==> config.mk <==
export PLATFORM = sky130hd
export DESIGN_NAME = led_blink_arbiter
export DESIGN_NICKNAME = d
export VERILOG_FILES = /design/src/rtl/led_ctrl_pkg.sv /design/src/rtl/led_tick_gen.sv /design/src/rtl/led_blink_arbiter.sv
export SDC_FILE = /design/constraint.sdc
export NUM_CORES = 1
export LEC_CHECK = 0
export ABC_AREA = 1
export BUFFER_PORTS_ARGS = -buffer_cell sky130_fd_sc_hd__buf_2
export CORE_MARGIN = 2
export CORE_UTILIZATION = 40
export CTS_BUF_LIST = sky130_fd_sc_hd__clkbuf_2 sky130_fd_sc_hd__clkbuf_4 sky130_fd_sc_hd__clkbuf_8
export CTS_CLUSTER_DIAMETER = 80
export DETAILED_ROUTE_END_ITERATION = 8
export PLACE_DENSITY = 0.6
export SYNTH_ARGS = -nofsm -noshare
export SYNTH_HDL_FRONTEND = slang
export SYNTH_HIERARCHICAL = 1
export SYNTH_SLANG_ARGS = --single-unit
==> constraint.sdc <==
create_clock -name clk_i -period 6.6 [get_ports clk_i]
set_input_delay 0.33 -clock clk_i [delete_from_list [all_inputs] [get_ports clk_i]]
set_output_delay 0.33 -clock clk_i [all_outputs]
set_load 0.005 [all_outputs]
==> src/rtl/led_ctrl_pkg.sv <==
`default_nettype none
// ============================================================================
//  Module      : led_ctrl_pkg
//  Description : Shared types and helpers for the LED blink arbiter.
//                state_t  - burst FSM states
//                TIME_W   - width of on/off time fields (ticks)
//                div_f()  - clock-to-tick prescaler ratio
//  Revision    : 1.0 - initial release
// ============================================================================
package led_ctrl_pkg;

    localparam int TIME_W = 16;

    typedef enum logic [2:0] {
        IDLE = 3'd0,
        LOAD = 3'd1,
        ON   = 3'd2,
        OFF  = 3'd3,
        DONE = 3'd4
    } state_t;

    // Number of clk cycles per timing tick. A zero tick rate yields 0 so the
    // elaboration check in the top rejects it instead of dividing by zero.
    function automatic int div_f(input int clk_hz, input int tick_hz);
        if (tick_hz <= 0) begin
            return 0;
        end
        return clk_hz / tick_hz;
    endfunction

endpackage
`default_nettype wire

==> src/rtl/led_tick_gen.sv <==
`default_nettype none
// ============================================================================
//  Module      : led_tick_gen
//  Description : Free-running prescaler counting 0..DIV-1; tick_o is high
//                during the count DIV-1. clear_i restarts the count at 0 on
//                the next edge so a phase can start on a full tick period.
//  Ports       : clk_i   - system clock
//                rst_i   - asynchronous reset, active-high
//                clear_i - synchronous restart of the prescaler
//                tick_o  - one-cycle tick strobe
//  Revision    : 1.0 - initial release
// ============================================================================
module led_tick_gen #(
    parameter int DIV = 10
) (
    input  logic clk_i,
    input  logic rst_i,
    input  logic clear_i,
    output logic tick_o
);

    localparam int CW = (DIV > 1) ? $clog2(DIV) : 1;
    localparam logic [CW-1:0] C_LAST = CW'(DIV - 1);

    logic [CW-1:0] r_cnt;

    always_ff @(posedge clk_i or posedge rst_i) begin
        if (rst_i) begin
            r_cnt <= '0;
        end else if (clear_i || (r_cnt == C_LAST)) begin
            r_cnt <= '0;
        end else begin
            r_cnt <= r_cnt + CW'(1);
        end
    end

    assign tick_o = (r_cnt == C_LAST);

endmodule
`default_nettype wire

==> src/rtl/led_blink_arbiter.sv <==
`default_nettype none
// ============================================================================
//  Module      : led_blink_arbiter
//  Description : Shares one LED between N_REQ requesters. A round-robin
//                picker grants the LED to one requester, whose on time,
//                off time and blink count are latched and played out by a
//                tick-timed on/off FSM. All outputs are registered and show
//                the state of the previous cycle.
//  Ports       : clk_i    - system clock
//                rst_i    - asynchronous reset, active-high
//                req_i    - per-requester request level
//                on_t_i   - per-requester on time in ticks  (16 bits each)
//                off_t_i  - per-requester off time in ticks (16 bits each)
//                blinks_i - per-requester blink count (CNT_W bits each)
//                gnt_o    - one-hot grant, high during the burst
//                done_o   - one-cycle pulse at burst end
//                busy_o   - FSM not idle
//                led_o    - LED drive, 1 = on
//  Revision    : 1.0 - initial release
// ============================================================================
module led_blink_arbiter
    import led_ctrl_pkg::*;
#(
    parameter int N_REQ   = 4,
    parameter int CLK_HZ  = 25_000_000,
    parameter int TICK_HZ = 1000,
    parameter int CNT_W   = 8
) (
    input  logic                      clk_i,
    input  logic                      rst_i,
    input  logic [N_REQ-1:0]          req_i,
    input  logic [N_REQ*TIME_W-1:0]   on_t_i,
    input  logic [N_REQ*TIME_W-1:0]   off_t_i,
    input  logic [N_REQ*CNT_W-1:0]    blinks_i,
    output logic [N_REQ-1:0]          gnt_o,
    output logic [N_REQ-1:0]          done_o,
    output logic                      busy_o,
    output logic                      led_o
);

    localparam int DIV   = div_f(CLK_HZ, TICK_HZ);
    localparam int IDX_W = (N_REQ > 1) ? $clog2(N_REQ) : 1;
    localparam logic [N_REQ-1:0] C_ONE = {{(N_REQ-1){1'b0}}, 1'b1};

    generate
        if (DIV < 2) begin : g_div_check
            $error("led_blink_arbiter: CLK_HZ/TICK_HZ must be at least 2");
        end
        if ((N_REQ < 2) || (N_REQ > 8)) begin : g_nreq_check
            $error("led_blink_arbiter: N_REQ must be in 2..8");
        end
    endgenerate

    state_t              r_state;
    state_t              w_next;
    logic [IDX_W-1:0]    r_rr;
    logic [IDX_W-1:0]    r_win;
    logic [IDX_W-1:0]    w_pick;
    logic                w_any;
    logic [TIME_W-1:0]   r_on_t;
    logic [TIME_W-1:0]   r_off_t;
    logic [CNT_W-1:0]    r_rem;
    logic [TIME_W-1:0]   r_ph;
    logic [TIME_W-1:0]   w_on_last;
    logic [TIME_W-1:0]   w_off_last;
    logic [TIME_W-1:0]   w_on_sel;
    logic [TIME_W-1:0]   w_off_sel;
    logic [CNT_W-1:0]    w_bl_sel;
    logic [N_REQ-1:0]    w_onehot;
    logic                w_in_burst;
    logic                w_abort;
    logic                w_tick;
    logic                w_clear;
    logic [N_REQ-1:0]    r_gnt;
    logic [N_REQ-1:0]    r_done;
    logic                r_busy;
    logic                r_led;

    led_tick_gen #(
        .DIV (DIV)
    ) u_tick (
        .clk_i   (clk_i),
        .rst_i   (rst_i),
        .clear_i (w_clear),
        .tick_o  (w_tick)
    );

    // Round-robin pick: first request found searching upward from rr+1.
    always_comb begin
        w_pick = '0;
        w_any  = 1'b0;
        for (int i = 1; i <= N_REQ; i++) begin
            if (!w_any && req_i[(int'(r_rr) + i) % N_REQ]) begin
                w_any  = 1'b1;
                w_pick = IDX_W'((int'(r_rr) + i) % N_REQ);
            end
        end
    end

    assign w_on_sel   = on_t_i[int'(r_win)*TIME_W +: TIME_W];
    assign w_off_sel  = off_t_i[int'(r_win)*TIME_W +: TIME_W];
    assign w_bl_sel   = blinks_i[int'(r_win)*CNT_W +: CNT_W];
    assign w_onehot   = C_ONE << r_win;

    // A time of zero behaves as one tick, so the last tick index is 0.
    assign w_on_last  = (r_on_t  == '0) ? '0 : r_on_t  - TIME_W'(1);
    assign w_off_last = (r_off_t == '0) ? '0 : r_off_t - TIME_W'(1);

    assign w_in_burst = (r_state == LOAD) || (r_state == ON) || (r_state == OFF);
    assign w_abort    = w_in_burst && !req_i[r_win];

    always_comb begin
        w_next = r_state;
        unique case (r_state)
            IDLE: begin
                if (w_any) begin
                    w_next = LOAD;
                end
            end
            LOAD: begin
                if (w_abort) begin
                    w_next = IDLE;
                end else if (w_bl_sel == '0) begin
                    w_next = DONE;
                end else begin
                    w_next = ON;
                end
            end
            ON: begin
                if (w_abort) begin
                    w_next = IDLE;
                end else if (w_tick && (r_ph == w_on_last)) begin
                    w_next = OFF;
                end
            end
            OFF: begin
                if (w_abort) begin
                    w_next = IDLE;
                end else if (w_tick && (r_ph == w_off_last)) begin
                    w_next = (r_rem == CNT_W'(1)) ? DONE : ON;
                end
            end
            DONE: begin
                w_next = IDLE;
            end
            default: begin
                w_next = IDLE;
            end
        endcase
    end

    // Restart the prescaler whenever a timed phase is entered.
    assign w_clear = ((w_next == ON) || (w_next == OFF)) && (w_next != r_state);

    always_ff @(posedge clk_i or posedge rst_i) begin
        if (rst_i) begin
            r_state <= IDLE;
            r_rr    <= IDX_W'(N_REQ - 1);
            r_win   <= '0;
            r_on_t  <= '0;
            r_off_t <= '0;
            r_rem   <= '0;
            r_ph    <= '0;
            r_gnt   <= '0;
            r_done  <= '0;
            r_busy  <= 1'b0;
            r_led   <= 1'b0;
        end else begin
            r_state <= w_next;

            if ((r_state == IDLE) && w_any) begin
                r_win <= w_pick;
            end

            if (r_state == LOAD) begin
                r_on_t  <= w_on_sel;
                r_off_t <= w_off_sel;
                r_rem   <= w_bl_sel;
            end else if ((r_state == OFF) && (w_next == ON)) begin
                r_rem   <= r_rem - CNT_W'(1);
            end

            if (w_clear) begin
                r_ph <= '0;
            end else if (w_tick && ((r_state == ON) || (r_state == OFF))) begin
                r_ph <= r_ph + TIME_W'(1);
            end

            if ((r_state == DONE) || w_abort) begin
                r_rr <= r_win;
            end

            // Outputs decode the current state; an abort clears them on the
            // same edge that returns the FSM to IDLE.
            r_gnt  <= (w_in_burst && !w_abort) ? w_onehot : '0;
            r_done <= (r_state == DONE) ? w_onehot : '0;
            r_busy <= (r_state != IDLE) && !w_abort;
            r_led  <= (r_state == ON) && !w_abort;
        end
    end

    assign gnt_o  = r_gnt;
    assign done_o = r_done;
    assign busy_o = r_busy;
    assign led_o  = r_led;

endmodule
`default_nettype wire

== Word-level counts from Yosys, hierarchy flattened ==
Cells that the tools add are included.

* Output and inout port bits: 10
* Register bits: 88

* Equality and inequality tests: 11
* Reduce and logical (&&, ||, !) cells: 35
* Add/sub/neg operators: 9
* Shifts and indexed selects: 4
* Multiplexer cells: 40
* Magnitude comparators: 5
* Bitwise operators: 4

{| class="wikitable"
|+ Operator list
! kind !! count
|-
| $shiftx A64 B7 Y16 || 2
|-
| $mux W16 || 4
|-
| $eq A16 B16 Y1 || 2
|-
| $logic_not A16 Y1 || 2
|-
| $shiftx A32 B6 Y8 || 1
|-
| $sub A16 B1 Y16 const B || 2
|-
| $mux W3 || 8
|-
| $add A16 B1 Y16 const B || 1
|-
| $lt A3 B4 Y1 const B || 4
|-
| $mux W8 || 2
|-
| $add A15 B1 Y15 const B || 1
|-
| $eq A15 B15 Y1 const B || 1
|-
| $mux W15 || 1
|-
| $logic_and A1 B1 Y1 || 13
|-
| $mux W1 || 13
|-
| $eq A3 B2 Y1 const B || 4
|-
| $pmux W3 S4 || 1
|-
| $bmux W1 S2 || 5
|-
| $eq A8 B1 Y1 const B || 1
|-
| $logic_not A8 Y1 || 1
|-
| $mux W2 || 4
|-
| $mux W4 || 2
|-
| $reduce_or A2 Y1 || 4
|-
| $sub A8 B1 Y8 const B || 1
|-
| other kinds (13) || 28
|}

== Longest topological paths before layout ==
Gate-level depths: netlist (run 1).

* Depth after elaboration: 23
* Depth in mapped cells: 22
* Gate-level depth less buffers: 21

== By module ==
Netlist (run 1), hierarchy kept.

{| class="wikitable"
|+ Modules (own cells, without submodules)
! module !! area each (um^2) !! instances !! seq. area each (um^2) !! cells each
|-
| led_blink_arbiter || 5958.2 || 1 || 1829.3 || 896
|-
| led_tick_gen || 880.8 || 1 || 375.4 || 114
|}

== Worst setup path before layout (run 1) ==
Ideal clock, no wire load.

* Kind: register to register
* From: reg r_off_t[0]
* To: reg u_tick.r_cnt[4]
* Data required time: 6.529 ns
* Arrival: 2.443 ns
* Setup time: 0.071 ns
* Period minus slack after synthesis: 2.514 ns
* Stages on the path, launching flop included: 22
* Path slack: 4.086 ns
* Cell sequence: dfrtp_1 > inv_1 > ha_1 > nand2_2 > nor2_1 > nand2_2 > buf_2 > nand3_1 > nand2_1 > nand2_1 > nand3_1 > nor2_1 > nand3_1 > nand2_1 > nand3_2 > nand2_2 > nand3_4 > and2_1 > inv_1 > nand2_4 > buf_8 > nor2_1

* Word-level cells in the longest chain between the ends: 12
* Elaborated cells between the ends (all ways): 15
* Those cells by class: add/sub (1); eq/ne (4); mux (5); reduce/logical (5)

{| class="wikitable"
|+ Ends and longest elaborated chain
! element !! line !! RTL
|-
| start: declaration || led_blink_arbiter.sv:61 || <nowiki>logic [TIME_W-1:0] r_off_t;</nowiki>
|-
| start signal: assignment || led_blink_arbiter.sv:177 || <nowiki>r_off_t <= w_off_sel;</nowiki>
|-
| $sub A16 B1 Y16 or $logic_not A16 Y1 (tied branches) || led_blink_arbiter.sv:107 || <nowiki>assign w_off_last = (r_off_t == '0) ? '0 : r_off_t - TIME_W'(1);</nowiki>
|-
| $mux W16 * || led_blink_arbiter.sv:107 ||
|-
| $eq A16 B16 Y1 * || led_blink_arbiter.sv:139 || <nowiki>end else if (w_tick && (r_ph == w_off_last)) begin</nowiki>
|-
| $logic_and A1 B1 Y1 * || led_blink_arbiter.sv:139 ||
|-
| $mux W3 * || led_blink_arbiter.sv:139 ||
|-
| $mux W3 * || led_blink_arbiter.sv:137 || <nowiki>if (w_abort) begin</nowiki>
|-
| $pmux W3 S4 * || led_blink_arbiter.sv:114 || <nowiki>unique case (r_state)</nowiki>
|-
| net w_next[0] || led_blink_arbiter.sv:55 || <nowiki>state_t w_next;</nowiki>
|-
| $eq A3 B2 Y1 || led_blink_arbiter.sv:153 || <nowiki>assign w_clear = ((w_next == ON) || (w_next == OFF)) && (w_next != r_state);</nowiki>
|-
| $logic_or A1 B1 Y1 || led_blink_arbiter.sv:153 ||
|-
| $logic_and A1 B1 Y1 * || led_blink_arbiter.sv:153 ||
|-
| net w_clear || led_blink_arbiter.sv:73 || <nowiki>logic w_clear;</nowiki>
|-
| $logic_or A1 B1 Y1 * || led_tick_gen.sv:30 || <nowiki>end else if (clear_i || (r_cnt == C_LAST)) begin</nowiki>
|-
| $mux W15 * || led_tick_gen.sv:30 ||
|-
| end signal: assignment || led_tick_gen.sv:33 || <nowiki>r_cnt <= r_cnt + CW'(1);</nowiki>
|-
| end: declaration || led_tick_gen.sv:25 || <nowiki>logic [CW-1:0] r_cnt;</nowiki>
|}

Mark *: on every way through the listed nets, which the timed path passes. The rest lies on a longest branch.
A chain may end at the register's enable or synchronous reset.

== Final worst setup path (run 1) ==
* From: reg r_win[1]
* To: reg u_tick.r_cnt[14]

* Word-level cells in the longest chain between the ends: 11
* Elaborated cells between the ends (all ways): 18
* Those cells by class: eq/ne (3); shift (1); mux (8); reduce/logical (6)

{| class="wikitable"
|+ Ends and longest elaborated chain
! element !! line !! RTL
|-
| start: declaration || led_blink_arbiter.sv:57 || <nowiki>logic [IDX_W-1:0] r_win;</nowiki>
|-
| start signal: assignment || led_blink_arbiter.sv:172 || <nowiki>r_win <= w_pick;</nowiki>
|-
| branches (longest 5 deep; another with $shiftx A32 B6 Y8) || -- ||
|-
| $pmux W3 S4 * || led_blink_arbiter.sv:114 ||
|-
| $eq A3 B2 Y1 || led_blink_arbiter.sv:153 ||
|-
| $logic_or A1 B1 Y1 || led_blink_arbiter.sv:153 ||
|-
| $logic_and A1 B1 Y1 * || led_blink_arbiter.sv:153 ||
|-
| net w_clear || led_blink_arbiter.sv:73 ||
|-
| $logic_or A1 B1 Y1 * || led_tick_gen.sv:30 ||
|-
| $mux W15 * || led_tick_gen.sv:30 ||
|}

Mark *: on every way through the listed nets, which the timed path passes. The select of a mux whose other input is x is not followed.

==> results.yml, run 1 <==
flow_run:
  maxCapViolCount: 0
routing:
  routed_wl_mm: 21.42
  wire_per_inst_um: 15.41
  ant_nets: 0
  vias: 7267
  firstDrtPassIters: 5
  via_per_inst: 5.228
  drc: 0
  drt_iter0_markers: 518
hold_path:
  hold_class: "in -> async"
clock_tree:
  cts.clk_slew.worst_paths_ns: 0.10
  clock_path_buffers: 2
  cts_tree: "yes"
  numCtsBuffers: 9
  cts-root-buf: "clkbuf_8"
  clk_latency_ns: 0.39
  cts-hold-fix-buffers: 0
  cts_sinks: 88
  cts_resized: 0
  cts_max_level: 3
  postCtsSetupRepairBufs: 0
layout:
  nNetsFinal: 1337
  area.growth.synth_to_final_pct: 17.64
  fill_cells: 1706
  final-seq-area_um2: 2205
  multi_input_comb_area_um2: 4106
  instances_no_fill: 1390
  utilization: 0.4834
  drive_gt1_frac: 0.2188
  antennaDiodeCount: 0
  finish.instance_area_um2: 8045
die:
  fp-row-count: 47
  start_util: 0.4109
  core_area_um2: 16640
  die_x_um: 134.8
  die-area_um2: 18160
  ioPinCount: 176
  fp.dieH_um: 134.8
power:
  peakVddDrop_v: 0.0001711
  power_density_nw_per_um2: 384.2
  p_total_mw: 3.091
  leakage_nw: 3.862
sta:
  timing.final.crit_share: 0.4969
  hold_viol_final: 0
  skew_ns: 0.01809
  finalCriticalPeriod_ns: 3.279
  slew-limit-headroom: 0.3032
  setup_viol: 0
  fin_ws_ns: 3.321
  timing.hold.ws_ns: 0.008028
  fmax_ghz: 0.3049
  rsz0062_at_grt: "false"
  drv_slew: 0
  final.setup.tns_ns: 0
  tightest_slew_ns: 1.043
placement:
  place_ws_ns: 3.337
  portBuffers: 175
  gp_congestion: 0.9856
  dpl.hpwl_mm: 16.62
  placed_cell_area_um2: 7845
  place_inst: 1374
yosys:
  synth_edf_count: 0
  ys_seq_area_frac: 0.3224
  synth_top_cell_by_area: "dfrtp_1"
  netlist_area_um2: 6839
  yosys_warnings: 6
  yosysMostFrequentCell: "nand2_1"
  synth_cell_type_count: 44
  ys_ff_latch: 88
  synth_commonest_cells: "nand2_1 (304), nor2_1 (140), inv_1 (92)"
  syn_area_per_cell_um2: 6.771
  synth_top_area_frac: 0.3147
  synthesis.nets: 1182
  async_flop_share: 1.000
  syn-instance-count: 1010
  ys.flop_type: "dfrtp_1"
  ys_top_cells_by_area: "dfrtp_1 (31%), nand2_1 (17%), nor2_1 (7.7%)"
grt:
  grt_first_pass_wirelength_mm: 35.39
  grt-ovfl-total: 0
  grt_use_total: 0.2455
  antenna_found_initial: 1
  grt_pass1_vias: 6739
  grt_max_degree: 74
worst_setup_path:
  critical_path.startpoint: "r_win[1]"
  endpoint: "u_tick/r_cnt[14]"
  cp.arrival_ns: 3.60
  crit_path_max_fanout: 42
  rrSetupSlack_ns: 3.32
  r2r-start: "r_win[1]"
  r2r_end: "u_tick/r_cnt[14]"
  cp-start-kind: "flip-flop"
  worstPathRequired_ns: 6.92
  r2r_cells: 17
  end_kind: "flip-flop"
  critical_path_class: "reg -> reg"
outcome:
  status: "complete, no violations"
## sequential cells by signal, summed over array words and instances, names as in the netlist
name,cells
r_rr,2
led_o,1
r_win,2
r_on_t,16
r_off_t,16
r_ph,16
busy_o,1
done_o,4
u_tick/r_cnt,15
r_state,3
r_rem,8
gnt_o,4
## critical path, cell delays in order (launching register included)
cell and delay [ns]:
dfrtp_1 0.44, inv_1 0.13, nor2_4 0.78, a21oi_1 0.13, nand2_1 0.14, nand2_1 0.08
nor2_1 0.09, nand3_1 0.07, nor2_1 0.08, nand2_1 0.06, nor2_1 0.10, nand3_1 0.11
nand4_1 0.17, nand3_4 0.24, and2_1 0.23, inv_1 0.09, nand2_4 0.13, nor2_1 0.12
## report_power, final
group | internal [mW] | switching [mW] | total [mW]
clock network | 0.178 | 0.214 | 0.392
logic | 0.616 | 1.13 | 1.75
registers | 0.716 | 0.234 | 0.951
## placed cells by master (no fill, tap or decap), drive strengths merged, types with 3 or more instances in the layout
cell type	n
a21oi	27
nand4	28
a221oi	4
ha	6
nand3	94
nand2	317
dfrtp	86
nor3	13
clkbuf	9
inv	96
buf	179
o21ai	24
xor2	22
a22oi	38
nor2	158
a32oi	3
a41oi	29
o21bai	7
nor4	3
and2	4
xnor2	7
## layer usage
metal,wire length (um),part of all wire,up-vias,global-route usage
met5,0,0,-,0
met4,333,0.016,0,0.05380
met3,1279,0.060,25,0.04092
met2,9782,0.46,219,0.3878
met1,10030,0.47,3355,0.3538
li1,-,-,3668,-
## cell type report
| cell class | count | area share |
|---|---|---|
| Inverter | 94 | 0.04386 |
| Sequential cell | 88 | 0.2740 |
| Multi-Input combinational cell | 793 | 0.5104 |
| Timing Repair Buffer | 179 | 0.1126 |
| Clock buffer | 9 | 0.01540 |
| Tap cell | 220 | 0.03421 |
| Clock inverter | 7 | 0.009487 |
## kinds of logic (layout without fill, tap and decap cells)
logic type / Yosys count / in the layout / synth area share
and+or+nand+nor: 619 / 619 / 0.4016
AOI/OAI and AO/OA: 139 / 139 / 0.1471
buffers and inverters: 129 / 289 / 0.07976
DFF: 88 / 88 / 0.3224
xor gates and xnor gates: 29 / 29 / 0.03824
adders and majority gates: 6 / 6 / 0.01098
## worst min path at each step
stage / to / slack [ns] / cells past startpoint / start
after floorplan: u_tick/r_cnt[0] / 0.23 / 1 / rst_i
after global placement: u_tick/r_cnt[1] / 0.45 / 2 / rst_i
after detailed placement: u_tick/r_cnt[1] / 0.46 / 2 / rst_i
after CTS: u_tick/r_cnt[1] / 0.03 / 2 / rst_i
after global routing: u_tick/r_cnt[1] / 0.05 / 2 / rst_i
final: u_tick/r_cnt[1] / 0.008 / 2 / rst_i
(Power assumes the default switching activity.)
==> run 2, diff against run 1 <==
Settings changed: ABC_AREA 1 to 0.
Clock period 6.6 ns to 3.2 ns, I/O delays scaled along.
==> results.yml, run 2 <==
worst_setup_path:
  cp.arrival_ns: 3.53
  crit_path_max_fanout: 7
  cp_slowest_cell: "or4_4"
  rrSetupSlack_ns: -0.07
  cp-start-kind: "flip-flop"
  slowest_delay_ns: 0.56
  worst-path-buf-inv: 1
  worstPathRequired_ns: 3.46
  critical_path_class: "reg -> reg"
  cp_cell_sequence: "or4_4 -> nor4_4 -> a21bo_2 -> a221oi_2 -> o41ai_1 -> a221o_1 -> nor4_2 -> nand4_1 -> nor2_2 -> o21ai_2 -> a21boi_4 -> or2_4 -> buf_12 -> nor2_1"
  end_kind: "flip-flop"
  path_delay_family: "simple AND/OR/NAND/NOR gates"
die:
  core_area_um2: 16410
  die-area_um2: 17670
  ioPinCount: 176
  fp.dieH_um: 132.9
  fp-row-count: 47
  die_x_um: 132.9
  start_util: 0.4053
placement:
  portBuffers: 175
  dpl.hpwl_mm: 13.91
  gp_congestion: 0.8655
  place_inst: 1154
routing:
  via_per_inst: 5.390
  firstDrtPassIters: 5
  routed_wl_mm: 17.79
  wire_per_inst_um: 15.10
  drc: 0
  ant_nets: 0
  vias: 6349
  drt_iter0_markers: 412
layout:
  layout_common_cells: "buf_2 (175), nand2_1 (116), dfrtp_1 (82), buf_4 (82), nor2_1 (66)"
  antennaDiodeCount: 0
  drive_gt1_frac: 0.4008
  final_common_cell: "buf_2"
  instances_no_fill: 1178
  area.growth.synth_to_final_pct: 30.89
  nNetsFinal: 1125
  top_regs: "r_off_t: 16 flops, r_on_t: 16 flops, r_ph: 16 flops"
sta:
  tightest_slew_ns: 0.8607
  drv_slew: 0
  hold_viol_final: 0
  skew_ns: 0.01107
  timing.final.crit_share: 1.023
  slew-limit-headroom: 0.4254
  rsz0062_at_grt: "true"
  fmax_ghz: 0.3055
  finalCriticalPeriod_ns: 3.273
  fin_ws_ns: -0.07329
  setup_viol: 31
grt:
  grt_pass1_vias: 6218
  grt_max_degree: 46
  antenna_found_initial: 0
  grt-ovfl-total: 0
  grt_use_total: 0.2085
  grt_first_pass_wirelength_mm: 30.11
power:
  p_comb_frac: 0.611
  seq_power_share: 0.279
  p_sw_mw: 2.977
  p_total_mw: 6.850
  leakage_nw: 3.928
  power_density_nw_per_um2: 786.9
  p_int_mw: 3.872
  switching_share: 0.4347
  pwr-share-clk: 0.110
  peakVddDrop_v: 0.0004848
yosys:
  syn-instance-count: 724
  synthesis.nets: 896
  yosysMostFrequentCell: "nand2_1"
  ys_seq_area_frac: 0.3315
  syn_area_per_cell_um2: 9.185
  ys_ff_latch: 88
  netlist_area_um2: 6650
  yosys_warnings: 6
  ys.flop_type: "dfrtp_1"
  synth_cell_type_count: 80
  async_flop_share: 1.000
  synth_top_area_frac: 0.3236
  synth_edf_count: 0
  synth_commonest_cells: "nand2_1 (116), dfrtp_1 (86), nor2_1 (68)"
  ys_top_cells_by_area: "dfrtp_1 (32%), mux4_2 (14%), nand2_1 (6.5%)"
  synth_top_cell_by_area: "dfrtp_1"
clock_tree:
  clk_latency_ns: 0.37
  cts.clk_slew.worst_paths_ns: 0.10
  clock_path_buffers: 2
  cts_sinks: 88
  cts-root-buf: "clkbuf_8"
  cts_tree: "yes"
  cts_max_level: 3
  numCtsBuffers: 9
outcome:
  violations: "setup timing"
  status: "finished, violations left"
flow_run:
  maxCapViolCount: 0
hold_path:
  hold_class: "in -> reg"
[run 2: cell types whose count changed after synthesis, moves of 28 or more]
cell,before,now
inv_1,92,25
nor2_1,140,68
nand3_1,84,20
a22oi_1,37,3
a41oi_1,29,1
mux4_2,0,41
nand2_1,304,116
[run 2: through the flow]
step	area, um^2	setup TNS (ns)	hold WS (ns)	setup slack (ns)	util
after floorplan	6721	-1.794	0.06148	-0.1624	-
after global placement	8284	-0.5038	0.2701	-0.04396	0.5049
after detailed placement	8284	-1.574	0.2630	-0.09071	0.5049
after CTS	8546	-2.004	0.1531	-0.09732	0.5209
after global routing	8705	-8.431	0.1895	-0.2731	0.5305
final	8705	-1.133	0.1832	-0.07329	0.5305
[run 2: worst reg2reg max path: cells and delay by family (launching register included)]
| family | cells | cell delay [ns] |
|---|---|---|
| buffers and inverters | 1 | 0.13 |
| AND/OR/NAND/NOR | 7 | 1.59 |
| AO/OA/AOI/OAI | 6 | 1.04 |
| flip-flops | 1 | 0.39 |
[run 2: kinds of logic after synthesis]
kind of cell | after synthesis | share of synthesized area
multiplexers | 49 | 0.1509
flip-flops | 88 | 0.3315
XOR/XNOR | 57 | 0.08147
buffers and inverters | 73 | 0.04873
AND/OR/NAND/NOR | 338 | 0.2555
adder cells (fa/ha/maj) | 6 | 0.01129
AO/OA/AOI/OAI | 113 | 0.1206
[run 2: worst paths after layout]
path | cells after the start | end | from
max in group asynchronous | 4 | r_off_t[6] | rst_i
min in group asynchronous | 3 | u_tick/r_cnt[9] | rst_i
min | 4 | r_win[1] | req_i[2]
max reg2reg | 14 | u_tick/r_cnt[5] | u_tick/r_cnt[11]
min reg2reg | 1 | r_rem[7] | r_rem[7]
max | 14 | u_tick/r_cnt[5] | u_tick/r_cnt[11]
[run 2: power by group through the flow]
| stage | clock [mW] | combinational, mW | sequential, mW |
|---|---|---|---|
| after floorplan | 0 | 2.86 | 1.77 |
| after global placement | 0 | 3.91 | 1.91 |
| after detailed placement | 0 | 3.95 | 1.91 |
| after CTS | 0.781 | 4.05 | 1.90 |
| after global routing | 0.830 | 4.63 | 1.98 |
| final | 0.754 | 4.18 | 1.91 |
[run 2: layout make-up]
type | count | area [um^2]
tap | 220 | 275.3
fill | 1503 | 7702
inverter | 25 | 93.84
timing repair buffer | 266 | 1634
clock buffer | 10 | 137.6
multi-input combinational | 563 | 4305
clock inverter | 6 | 48.80
sequential | 88 | 2210
[run 2: what timing repair did]
action | in CTS | in global routing
endpoints found under the setup margin | 37 | 40
pin swaps | 0 | 20
endpoints found under the hold margin | 44 | 0
gates cloned | 1 | 0
gates resized for setup | 9 | 25
hold buffers | 1 | 0
setup buffers | 1 | 6
[run 2: metal layers]
layer	wire [um]	vias to the layer above	track usage
li1	-	3087	-
met1	8497	3065	0.3018
met2	8267	173	0.3284
met3	744	24	0.02759
met4	283	0	0.05914
met5	0	-	0
==> run 3, diff against run 2 <==
Settings changed: CORE_ASPECT_RATIO from default to 0.75.
==> results.yml, run 3 (synthesized netlist as in run 2, its figures left out) <==
outcome:
  status: "finished, violations left"
  violations: "setup timing"
hold_path:
  hold_class: "in -> reg"
layout:
  instances_no_fill: 1177
  fill_cells: 1495
  antennaDiodeCount: 0
  nNetsFinal: 1134
  layout_common_cells: "buf_2 (175), nand2_1 (115), buf_4 (91), dfrtp_1 (83), nor2_1 (66)"
  finish.instance_area_um2: 8781
  top_regs: "r_off_t: 16 flops, r_on_t: 16 flops, r_ph: 16 flops"
  final_common_cell: "buf_2"
  drive_gt1_frac: 0.4095
  utilization: 0.5432
  area.growth.synth_to_final_pct: 32.04
grt:
  grt_max_degree: 53
  antenna_found_initial: 0
  grt_use_total: 0.2192
  grt-ovfl-total: 0
  grt_first_pass_wirelength_mm: 31.11
  grt_pass1_vias: 6159
clock_tree:
  cts_tree: "yes"
  cts.clk_slew.worst_paths_ns: 0.09
  cts_sinks: 88
  numCtsBuffers: 9
  cts-root-buf: "clkbuf_8"
  clk_latency_ns: 0.39
  cts_max_level: 3
  clock_path_buffers: 2
power:
  peakVddDrop_v: 0.0003731
  p_total_mw: 7.037
  power_density_nw_per_um2: 801.4
  leakage_nw: 3.979
sta:
  fin_ws_ns: -0.09684
  tightest_slew_ns: 0.6660
  fmax_ghz: 0.3033
  skew_ns: 0.01648
  hold_viol_final: 0
  finalCriticalPeriod_ns: 3.297
  slew-limit-headroom: 0.5445
  setup_viol: 36
  timing.final.crit_share: 1.030
  final.setup.tns_ns: -2.046
  rsz0062_at_grt: "true"
  drv_slew: 0
routing:
  ant_nets: 0
  via_per_inst: 5.407
  vias: 6364
  wire_per_inst_um: 15.91
  drt_iter0_markers: 405
  firstDrtPassIters: 5
  wl_met2_mm: 8.230
  topRoutingLayerUsed: "met4"
  drc: 0
  wl_met3_mm: 1.111
  met1_length_mm: 9.256
  routed_wl_mm: 18.72
die:
  core_area_um2: 16170
  die_x_um: 152.9
  start_util: 0.4114
  fp.dieH_um: 115.7
  ioPinCount: 176
  die-area_um2: 17680
  fp-row-count: 40
worst_setup_path:
  cp-start-kind: "flip-flop"
  critical_path_class: "reg -> reg"
  worstPathRequired_ns: 3.48
  crit_path_max_fanout: 7
  cp.arrival_ns: 3.57
  end_kind: "flip-flop"
placement:
  gp_congestion: 0.9010
  portBuffers: 175
  dpl.hpwl_mm: 14.42
  place_inst: 1148
  placed_cell_area_um2: 8302
flow_run:
  maxCapViolCount: 0
-- run 3: timing repair --
| action | 4_1_cts | 5_1_grt |
|---|---|---|
| endpoints found under the setup margin | 38 | 40 |
| gates cloned | 1 | 0 |
| gates resized for setup | 9 | 25 |
| hold buffers | 1 | 0 |
| pin swaps | 5 | 26 |
| hold endpoints to repair | 36 | 0 |
| setup buffers | 3 | 8 |
-- run 3: metrics by stage --
stage | hold slack, ns | setup slack [ns]
2_1_floorplan | 0.06148 | -0.1624
3_3_place_gp | 0.2398 | -0.1108
3_5_place_dp | 0.2406 | -0.1351
4_1_cts | 0.1516 | -0.08422
5_1_grt | 0.1718 | -0.2500
6_report | 0.1712 | -0.09684
-- run 3: power breakdown --
part / internal [mW] / leakage (nW) / switching (mW)
sequential: 1.47 / 1.13 / 0.407
combinational: 2.15 / 2.74 / 2.18
clock: 0.403 / 0.108 / 0.427
total: 4.03 / 3.98 / 3.01
-- run 3: layout make-up --
cell class	count	area, um^2	area share
well taps	210	262.8	0.02992
repair buffers	275	1693	0.1928
multi-input cells	563	4318	0.4917
inverters	25	93.84	0.01069
clock buffers	12	152.6	0.01738
clock inverters	4	52.55	0.005985
flip-flops and latches	88	2208	0.2515
-- run 3: worst max-delay path, cell delays in order (launching register included) --
cell	delay, ns
dfrtp_1	0.38
or4bb_1	0.54
nor4_4	0.36
a21bo_2	0.27
a221oi_2	0.16
o41ai_1	0.10
a221o_1	0.28
nor4_2	0.15
nand4_1	0.16
nor2_2	0.18
o21ai_2	0.09
a21boi_4	0.14
or2_4	0.19
buf_16	0.14
nor2_2	0.03
-- run 3: worst paths after layout --
| check | start | to | slack [ns] | cells past startpoint |
|---|---|---|---|---|
| worst max-delay path | u_tick/r_cnt[12] | u_tick/r_cnt[6] | -0.1 | 14 |
| worst min-delay path | req_i[2] | r_win[1] | 0.17 | 4 |
| worst max register to register | u_tick/r_cnt[12] | u_tick/r_cnt[6] | -0.1 | 14 |
| worst min register to register | r_rem[7] | r_rem[7] | 0.54 | 1 |
| max in group asynchronous | rst_i | r_rr[1] | 2.11 | 4 |
| min in group asynchronous | rst_i | r_ph[9] | 0.36 | 3 |
-- run 3: routing by layer --
layer	vias up	GRT usage
met5	-	0
met4	0	0.03457
met3	11	0.04375
met2	186	0.3327
met1	3060	0.3318
li1	3107	-
